===== config.mk =====
export PLATFORM = sky130hd
export DESIGN_NAME = six_step_sequencer
export DESIGN_NICKNAME = d
export VERILOG_FILES = /design/src/rtl/six_step_sequencer.sv
export SDC_FILE = /design/constraint.sdc
export NUM_CORES = 1
export LEC_CHECK = 0
export ABC_AREA = 1
export CAP_MARGIN = 20
export CORE_ASPECT_RATIO = 1.1
export CORE_MARGIN = 2
export CORE_UTILIZATION = 45
export CTS_CLUSTER_DIAMETER = 120
export DETAILED_ROUTE_END_ITERATION = 7
export PLACE_DENSITY = 0.77
export SLEW_MARGIN = 20
export SYNTH_ARGS = -nofsm -noshare
export SYNTH_HDL_FRONTEND = slang
export SYNTH_SLANG_ARGS = --single-unit

===== constraint.sdc =====
create_clock -name clk -period 2 [get_ports clk]
set_clock_uncertainty 0.05 [all_clocks]
set_input_delay 0.4 -clock clk [delete_from_list [all_inputs] [get_ports clk]]
set_output_delay 0.4 -clock clk [all_outputs]
set_load 0.02 [all_outputs]

===== src/rtl/six_step_sequencer.sv =====
// Six-step trapezoidal commutation scheduler: walks a one-hot gate vector through the
// six active voltage vectors with a programmable dwell and optional zero-vector gap.
module six_step_sequencer #(
    parameter int unsigned CNT_WIDTH = 16
) (
    input  logic                 clk,
    input  logic                 rst,
    input  logic                 enable,
    input  logic                 dir,
    input  logic [CNT_WIDTH-1:0] dwell,
    input  logic [CNT_WIDTH-1:0] blank,
    output logic [5:0]           gates,
    output logic [2:0]           step,
    output logic                 step_strobe,
    output logic                 rev_done,
    output logic                 busy,
    output logic                 cfg_err
);

    localparam int unsigned STEP_W = 3;
    localparam int unsigned GATE_W = 6;

    typedef enum logic [1:0] {
        IDLE   = 2'd0,
        ACTIVE = 2'd1,
        BLANK  = 2'd2
    } state_t;

    state_t               state_q, state_d;
    logic [STEP_W-1:0]    step_d;
    logic [CNT_WIDTH-1:0] cnt_q, cnt_d;
    logic [CNT_WIDTH-1:0] blank_q, blank_d;
    logic                 strobe_d, rev_d;
    logic [GATE_W-1:0]    gates_d;
    logic                 busy_d, cfg_err_d;
    logic [STEP_W-1:0]    adv_step;
    logic                 adv_wrap;

    // Electrical order of the active vectors; anything else is the zero vector.
    function automatic logic [GATE_W-1:0] step_map(input logic [STEP_W-1:0] s);
        case (s)
            3'd0:    step_map = 6'b000001;
            3'd1:    step_map = 6'b100000;
            3'd2:    step_map = 6'b000010;
            3'd3:    step_map = 6'b001000;
            3'd4:    step_map = 6'b000100;
            3'd5:    step_map = 6'b010000;
            default: step_map = 6'b000000;
        endcase
    endfunction

    // Direction is sampled at the boundary edge, so a dir change takes effect there.
    always_comb begin
        if (dir) begin
            adv_step = (step == 3'd0) ? 3'd5 : STEP_W'(step - 3'd1);
            adv_wrap = (step == 3'd0);
        end else begin
            adv_step = (step == 3'd5) ? 3'd0 : STEP_W'(step + 3'd1);
            adv_wrap = (step == 3'd5);
        end
    end

    // State and output registers.
    always_ff @(posedge clk) begin
        if (rst) begin
            state_q     <= IDLE;
            step        <= '0;
            cnt_q       <= '0;
            blank_q     <= '0;
            gates       <= '0;
            step_strobe <= 1'b0;
            rev_done    <= 1'b0;
            busy        <= 1'b0;
            cfg_err     <= 1'b0;
        end else begin
            state_q     <= state_d;
            step        <= step_d;
            cnt_q       <= cnt_d;
            blank_q     <= blank_d;
            gates       <= gates_d;
            step_strobe <= strobe_d;
            rev_done    <= rev_d;
            busy        <= busy_d;
            cfg_err     <= cfg_err_d;
        end
    end

    // Next-state logic; every ACTIVE entry relatches config and reloads the dwell count.
    always_comb begin
        state_d  = state_q;
        step_d   = step;
        cnt_d    = cnt_q;
        blank_d  = blank_q;
        strobe_d = 1'b0;
        rev_d    = 1'b0;
        case (state_q)
            IDLE: begin
                step_d = '0;
                cnt_d  = '0;
                if (enable && (dwell != '0)) begin
                    state_d  = ACTIVE;
                    cnt_d    = CNT_WIDTH'(dwell - CNT_WIDTH'(1));
                    blank_d  = blank;
                    strobe_d = 1'b1;
                end
            end
            ACTIVE, BLANK: begin
                if (!enable) begin
                    state_d = IDLE;
                    step_d  = '0;
                    cnt_d   = '0;
                end else if (cnt_q != '0) begin
                    cnt_d = CNT_WIDTH'(cnt_q - CNT_WIDTH'(1));
                end else if ((state_q == ACTIVE) && (blank_q != '0)) begin
                    state_d = BLANK;
                    cnt_d   = CNT_WIDTH'(blank_q - CNT_WIDTH'(1));
                end else if (dwell == '0) begin
                    state_d = IDLE;
                    step_d  = '0;
                    cnt_d   = '0;
                end else begin
                    state_d  = ACTIVE;
                    step_d   = adv_step;
                    cnt_d    = CNT_WIDTH'(dwell - CNT_WIDTH'(1));
                    blank_d  = blank;
                    strobe_d = 1'b1;
                    rev_d    = adv_wrap;
                end
            end
            default: begin
                state_d = IDLE;
                step_d  = '0;
                cnt_d   = '0;
            end
        endcase
    end

    // Output decode from the upcoming state so the gate vector lands with the state.
    always_comb begin
        gates_d   = (state_d == ACTIVE) ? step_map(step_d) : '0;
        busy_d    = (state_d != IDLE);
        cfg_err_d = enable && (dwell == '0);
    end

endmodule

; Word-level counts from Yosys, hierarchy flattened
; Index checks and enable logic that the tools add are counted.
[op_classes]
addsub = 5
multipliers = 0
n_div = 0
order_cmp = 0
n_eq_ne = 14
n_shift = 0
n_mux = 34
bitwise = 3
reduce_logical = 16
[op_table]
columns = operator, count
row1 = $mux 16, 10
row2 = $pmux 16 s2, 2
row3 = $reduce_bool 16->1, 3
row4 = $sub 16x1->16 const B, 3
row5 = $pmux 6 s6, 1
row6 = $mux 3, 8
row7 = $logic_not 16->1, 1
row8 = $ne 2x2->1 const B, 5
row9 = $eq 3x3->1 const B, 3
row10 = $mux 2, 4
row11 = $mux 1, 7
row12 = $eq 3x2->1 const B, 2
row13 = $logic_not 3->1, 2
row14 = $reduce_and 6->1, 1
row15 = $reduce_or 6->1, 1
row16 = $eq 2x1->1 const B, 2
row17 = $pmux 2 s2, 1
row18 = $reduce_bool 2->1, 2
row19 = $reduce_or 2->1, 2
row20 = $add 3x1->3 const B, 1
row21 = $eq 3x1->1 const B, 1
row22 = $logic_and 1x1->1, 3
row23 = $not 1->1, 3
row24 = $sub 3x1->3 const B, 1
row25 = other kinds (3), 3
[totals]
register_bits = 47
latch_bits = 0
mem_bits_rw = 0
mem_bits_ro = 0
in_bits = 36
out_inout_bits = 13
wordCells = 81
n_memories = 0

; Depth between registers and ports, before layout
; Gate-level depths: netlist (run 1).
[depth]
ltp_word = 10
depth_mapped = 13
mapped_depth_nobuf = 13

; Worst setup path before layout (run 1)
; OpenSTA, ideal clock, no wires.
[synth_timing]
kind = register -> register
start = register state_q[0]
end = register blank_q[10]
setup_ns = 0.137
t_arrival_ns = 1.646
required_time_ns = 1.813
path_slack_ns = 0.168
path_stages_with_launch = 11
n_path_buf = 1
period_less_slack_ns = 1.832
cell_sequence = dfxtp_1 -> inv_1 -> ha_1 -> inv_1 -> nand2_1 -> o21ai_4 -> nor2_8 -> nand2_4 -> buf_6 -> nand2_1 -> a21oi_1
[synth_between]
elab_chain_len = 4
word_cells_on_any_way = 13
cone_classes = 7 x eq/ne / 1 x mux / 5 x reduce/logical
[synth_rtl]
columns = element, line
row1 = from (decl), 29  ; state_t state_q, state_d;
row2 = from (signal assigned), 76  ; state_q <= state_d;
row3 = $eq 2x1->1 / $eq 2x2->1 (equally long branches), "96, 114"
row4 = $reduce_or 2->1 / $logic_and 1x1->1 (equally long branches), "96, 114"
row5 = $ne 2x2->1 (no source line) / $reduce_bool 2->1 (equally long branches), -
row6 = $reduce_and 6->1 (no source line), -
row7 = to (signal assigned), 79  ; blank_q <= blank_d;
row8 = to (decl), 32  ; logic [CNT_WIDTH-1:0] blank_q, blank_d;
; Parallel ways exist; a longest one is shown, timed or not.
; A chain may end at the register's enable or synchronous reset.

; Final worst setup path (run 1)
[layout_timing]
start = input dwell[0]
end = register blank_q[7]
[layout_between]
elab_chain_len = 4
word_cells_on_any_way = 6
cone_classes = 2 x eq/ne / 4 x reduce/logical
[layout_rtl]
columns = element, line
row1 = from (decl), 10  ; input logic [CNT_WIDTH-1:0] dwell,
row2 = $reduce_bool 16->1, 100  ; if (enable && (dwell != '0)) begin
row3 = $logic_and 1x1->1, 100
row4 = $ne 2x2->1 (no source line), -
row5 = $reduce_and 6->1 (no source line) (*), -
; Mark *: on every way between the ends. The rest lies on a longest branch, timed or not.

==> key figures, run 1 <==
CTS
  • CTS Hold Bufs: 0
  • Maximum clock path buffer count: 2
  • Clock slew at reported path FFs: ~0.090 ns
  • Max H-tree Level: 2
  • Clock Latency Late Sink: about 0.30 ns
  • Root buf cell: clkbuf_8
  • CTS tree: built
  • Clock Sinks: between 40 and 50
  • CTS buffer count: 5

Synthesis
  • Yosys reg bits: 47
  • Net Count, Synth: 587
  • Post-synthesis cell count: between 500 and 600
  • Yosys warns: 0
  • Most common flop cell mapped by yosys: dfxtp_1
  • Syn_area_per_cell: 6.50 um^2
  • Cell area after synthesis: about 0.0035 mm^2
  • Distinct cells, synth: 42
  • Post-synth ARST share: 0
  • Sequential area share after synthesis: 0.267
  • Post-synth EDFFs: 0

Final layout
  • Filler instances: roughly 680
  • Sequential cell area: 941 um^2
  • Fin nets: around 700
  • Most common cell after layout, fill and taps aside: nand2_1
  • Layout cells sized above 1: 0.220
  • Most frequent cells in the layout: 119 x nand2_1, 64 x nand3_1, 61 x nor2_1
  • Antenna cells: 0
  • Multi-input gate area: about 0.0023 mm^2
  • Post-route cell area: ~0.0047 mm^2
  • Area grow syn2layout: 32.1%

Pwr
  • Switching power: approximately 1.7 mW
  • Part of the total power dissipated in the clock network: 0.193
  • Leakage: 2.07 nW
  • VDD IR max: approximately 0.52 mV
  • Flop pwr share: 0.294
  • Int Power: between 2 and 2.5 mW
  • Part of the power in combinational logic: 0.513
  • PwrDens: ~840 mW/mm^2
  • Sw frac: 0.433

Placement
  • Port buffer count: between 40 and 50
  • DP HPWL: 7670 um
  • Gpl congestion: just under 1
  • Placed inst area: between 0.004 and 0.005 mm^2

Worst setup path
  • Crit. Startpoint: dwell[0]
  • Critical path arrival: approximately 2.1 ns
  • FF-to-FF Start: blank_q[0]$_SDFFE_PP0P_
  • Nature of the critical path endpoint: flip-flop
  • Critical path data required time: 2.19 ns
  • Reg2reg setup slack: 0.09 ns
  • WS Path Type: in2reg
  • Worst Path Max Fanout: 7
  • Crit path launch type: input pin

Hold path
  • Hold Startpoint: blank_q[1]$_SDFFE_PP0P_
  • Min-Delay Path Class: reg2reg

Outcome
  • Outcome: complete, no violations

Die
  • I/O Pins: a little under 50
  • Initial core utilization: 0.469
  • Die Height: between 90 and 100 um
  • Core area: around 0.0075 mm^2
  • DIE AREA: approximately 0.0086 mm^2
  • Die Span X: between 80 and 90 um
  • # rows: 33

Detailed routing
  • Via count: 3858
  • DRC errors left: 0
  • Starting DRC count in detailed routing: 183
  • Drt total wl: approximately 9700 um
  • Routed Antenna Nets: 0
  • Routed vias/inst: about 5.2
  • DRT Pass-1 Iters: 7
  • Average wire per cell in the routed design: 13.0 um

STA
  • Worst slew pin tran: about 0.46 ns
  • Setup violators final: 0
  • Unrepaired setup endpoints after global routing: yes
  • Relative slew slack: 0.691
  • Final TNS setup: 0 ns
  • Slew Viols, Final: 0
  • Hold Vio Cnt, Final: 0
  • Fin crit share: 0.968
  • Min cycle time layout: between 1.5 and 2 ns
  • Max Fclk: approximately 520 MHz

Global route
  • First-pass GRT wire length: approximately 16000 um
  • GR Overflow Total: 0
  • Vias in the first global route: roughly 3600
  • Total track usage: 0.225
  • Initial antenna violation count: 0
  • Pin count of the biggest net entering global routing: 23

Run
  • Max-Cap Viols: 0
-- state kept, by name (all words and copies together) (netlist names), 2 cells and up --
name / flops
blank_q: 16
cnt_q: 16
gates: 6
step: 3
state_q: 2
-- power by group through the flow --
stage               Clock (mW)  Sequential [mW]  Combinational [mW]
finish                   0.757             1.16                2.02
global route             0.794             1.17                2.22
CTS                      0.761             1.15                1.94
detailed placement           0             1.17                1.91
global placement             0             1.17                1.86
floorplan                    0             1.16                1.39
-- cell usage after synthesis (2+ instances only) --
cell       count  share of area
a21oi_2        3         0.0075
clkbuf_1       3         0.0032
nand4_1        5         0.0089
a21oi_1       36          0.051
o21ai_0       21          0.030
nand3_2        2         0.0057
ha_1           9          0.032
nor2_2        22          0.039
inv_2          9         0.0096
xor2_1        14          0.035
xnor2_1        7          0.017
nand2_1      122           0.13
nand2_2       15          0.027
o21ai_4        2         0.0092
o21bai_1       2         0.0043
nor2_8         2          0.011
buf_2          2         0.0028
nand2_4        9          0.029
nand3_1       66          0.094
inv_1         55          0.059
clkinv_1       2         0.0021
o2111ai_1      2         0.0050
nor3_1         5         0.0071
dfxtp_1       47           0.27
nor2_1        63          0.067
-- timing repair --
action                     in CTS  in global routing
setup buffers                   0                  1
pin swaps                       2                  7
setup endpoints to repair       1                 39
gates cloned                    0                  1
resized for setup               4                 20
-- layout make-up --
cell class | count | area share
Clock buffer | 6 | 0.0177
Clock inverter | 2 | 0.00833
Inverter | 67 | 0.0559
Multi-Input combinational cell | 420 | 0.501
Sequential cell | 47 | 0.202
Tap cell | 105 | 0.0282
Timing Repair Buffer | 98 | 0.186
Timing Repair inverter | 1 | 0.00108
-- critical path: stages --
cell             delay [ns]
clkdlybuf4s50_1        0.48
inv_1                  0.06
ha_1                   0.20
nand2_2                0.09
nor2_2                 0.06
nand2_4                0.09
nand2_4                0.07
a22oi_4                0.25
buf_6                  0.18
nand3_2                0.09
a21oi_2                0.15
-- logic make-up after synthesis --
logic type,synth area share
fa+ha+maj,0.0319
compound gates,0.120
buf+inv,0.0873
flops,0.267
simple gates,0.442
xor+xnor,0.0522
-- layer usage --
metal / wire length [um] / vias to the layer above / global-route usage
met5: 0 / - / 0
met4: 265 / 0 / 0.0723
met3: 500 / 26 / 0.0324
met2: 4840 / 123 / 0.390
met1: 4090 / 1771 / 0.282
li1: - / 1938 / -
-- path summary, 6_finish.rpt --
kind,to,cells past startpoint
worst min-delay path,blank_q[1]$_SDFFE_PP0P_,2
worst max register to register,cnt_q[7]$_SDFF_PP0_,11
worst min register to register,blank_q[1]$_SDFFE_PP0P_,2
worst max-delay path,blank_q[7]$_SDFFE_PP0P_,11
-- metrics by stage --
step	setup WS (ns)	hold slack [ns]	total power [mW]	utilization	std cells
finish	0.0643	0.418	3.93	0.619	746
global route	-0.00589	0.446	4.19	0.619	746
CTS	0.0126	0.420	3.85	0.610	744
detailed placement	-0.328	0.407	3.09	0.592	736
global placement	-0.255	0.402	3.03	0.592	736
floorplan	0.168	0.390	2.55	-	542
Power figures use the tool's default switching activity.
==> run 2, diff against run 1 <==
--- a/config.mk
+++ b/config.mk
@@ -7,12 +7,15 @@
 export LEC_CHECK = 0
 export ABC_AREA = 1
 export CAP_MARGIN = 20
+export CELL_PAD_IN_SITES_DETAIL_PLACEMENT = 1
+export CELL_PAD_IN_SITES_GLOBAL_PLACEMENT = 2
 export CORE_ASPECT_RATIO = 1.1
 export CORE_MARGIN = 2
-export CORE_UTILIZATION = 45
+export CORE_UTILIZATION = 35
 export CTS_CLUSTER_DIAMETER = 120
 export DETAILED_ROUTE_END_ITERATION = 7
-export PLACE_DENSITY = 0.77
+export DONT_BUFFER_PORTS = 1
+export PLACE_DENSITY = 0.89
 export SLEW_MARGIN = 20
 export SYNTH_ARGS = -nofsm -noshare
 export SYNTH_HDL_FRONTEND = slang
==> run 2 against run 1 <==
  * Sequential power hardly changed
  * Wire length is 10% higher
  * Register-to-register slack better by 0.04 ns
  * Hold slack worse by 0.33 ns
  * Clock power is 16% lower
  * First-iteration DRC count is 48% lower
  * Setup slack better by 0.063 ns
  * Die area is 27% higher
  * Count of clock-buffer cells in the layout stayed put
  * Highest routed layer unchanged
  * Fmax is 3.4% higher
  * Global-route usage is 2.1 points lower
==> key figures, run 2 (synthesized netlist as in run 1, its figures left out) <==
Worst setup path
  • Crit path largest cell delay: about 0.33 ns
  • Crit path launch type: flip-flop
  • CP max-delay cell: dfxtp_1
  • Critical path's top delay family: simple AND/OR/NAND/NOR gates
  • Crit path buf inv count: 2
  • Worst Path Max Fanout: 8
  • Crit path cell chain: inv_1, ha_2, inv_1, nor2_4, nand2_2, nor2_8, nand2_2, nand2_2, nand2_2, nand2_4, nor2_1, or2_1
  • Crit-path most repeated cell: nand2_2
  • Critical path arrival: between 2 and 2.5 ns
  • WS Path Type: reg2reg
  • Nature of the critical path endpoint: flip-flop
  • Critical path data required time: about 2.2 ns

STA
  • Final TNS setup: 0 ns
  • Hold Slack: ~0.090 ns
  • Relative slew slack: 0.715
  • Min cycle time layout: between 1.5 and 2 ns
  • Worst slew pin tran: 0.425 ns
  • Final worst slack: roughly 0.13 ns
  • Fin crit share: 0.936
  • Hold Vio Cnt, Final: 0
  • Slew Viols, Final: 0
  • Setup violators final: 0
  • Max Fclk: approximately 530 MHz

Global route
  • First-pass GRT wire length: about 18000 um
  • GR Overflow Total: 0
  • Initial antenna violation count: 0
  • Pin count of the biggest net entering global routing: 24
  • Total track usage: 0.205
  • Vias in the first global route: roughly 3700

Die
  • Core area: 0.00984 mm^2
  • I/O Pins: a little under 50
  • Die Height: 109 um
  • # rows: 38
  • Die Span X: approximately 100 um
  • Initial core utilization: 0.358
  • DIE AREA: about 0.011 mm^2

Outcome
  • Outcome: complete, no violations

Pwr
  • VDD IR max: around 0.53 mV
  • Leakage: approximately 1.8 nW
  • PwrDens: between 900 and 1000 mW/mm^2
  • Total power: 3.77 mW

Detailed routing
  • Via count: about 3500
  • DRC errors left: 0
  • Routed vias/inst: ~5.1
  • Starting DRC count in detailed routing: 96
  • Average wire per cell in the routed design: between 15 and 20 um
  • DRT Pass-1 Iters: 4
  • Routed Antenna Nets: 0
  • Drt total wl: 10700 um

CTS
  • Clock slew at reported path FFs: 0.09 ns
  • CTS Hold Bufs: 0
  • Clock Sinks: between 40 and 50
  • Clock Latency Late Sink: 0.32 ns
  • CTS buffer count: 5
  • Root buf cell: clkbuf_8
  • CTS tree: built
  • Max H-tree Level: 2
  • Maximum clock path buffer count: 2

Final layout
  • Multi-input gate area: roughly 0.0023 mm^2
  • Most common cell after layout, fill and taps aside: nand2_1
  • Antenna cells: 0
  • Fin nets: roughly 600
  • Final Non-Filler Cells: just under 700
  • Post-route cell area: roughly 0.0040 mm^2
  • Core Util, Final: 0.402
  • Filler instances: around 1300
  • Sequential cell area: 941 um^2
  • Most frequent cells in the layout: 122 x nand2_1, 66 x nand3_1, 58 x nor2_1
  • Layout cells sized above 1: 0.201
  • Area grow syn2layout: 12.4%
  • Biggest regs: blank_q: 16 flops, cnt_q: 16 flops, gates: 6 flops

Placement
  • Pre-CTS setup slack: -0.0301 ns
  • Placed inst area: approximately 0.0038 mm^2
  • Port buffer count: 0
  • DP Cell Count: 675
  • DP HPWL: between 9000 and 10000 um
  • Gpl congestion: 0.904

Hold path
  • Min-Delay Path Class: in2reg

Run
  • Max-Cap Viols: 0
run 2: changes by cell type in the layout (fill, tap and decap cells not counted), moves of 3 or more:
cell	before	now
nor2_1	61	58
nor2_2	21	26
buf_4	48	25
o21ai_0	17	21
nand2_1	119	122
o21ai_1	5	1
clkdlybuf4s50_1	47	0
run 2: path summary, 6_finish.rpt:
kind	startpoint	endpoint	slack, ns	depth (start not counted)
max reg2reg	cnt_q[1]$_SDFF_PP0_	busy$_SDFF_PP0_	0.13	12
min reg2reg	blank_q[1]$_SDFFE_PP0P_	blank_q[1]$_SDFFE_PP0P_	0.41	2
min	rst	blank_q[11]$_SDFFE_PP0P_	0.09	1
max	cnt_q[1]$_SDFF_PP0_	busy$_SDFF_PP0_	0.13	12
run 2: routing by layer:
layer | GRT usage | routed length, um | up-vias
li1 | - | - | 1784
met1 | 0.231 | 4570 | 1685
met2 | 0.394 | 5660 | 45
met3 | 0.0321 | 242 | 11
met4 | 0.0587 | 207 | 0
met5 | 0 | 0 | -
run 2: repair_timing:
| item | 4_1_cts | 5_1_grt |
|---|---|---|
| setup endpoints to repair | 16 | 38 |
| pin swaps | 0 | 6 |
| resized for setup | 1 | 14 |
| endpoints found under the hold margin | 0 | 0 |
| buffers inserted | 0 | 4 |
run 2: layout make-up:
class / instances / share of cell area
sequential: 47 / 0.238
clock buffer: 6 / 0.0209
tap: 120 / 0.0379
multi-input combinational: 420 / 0.587
clock inverter: 2 / 0.00411
inverter: 67 / 0.0648
timing repair buffer: 25 / 0.0474
run 2: power breakdown:
part,internal [mW],switching (mW)
Combinational,0.736,1.22
Clock,0.283,0.356
Sequential,1.04,0.132
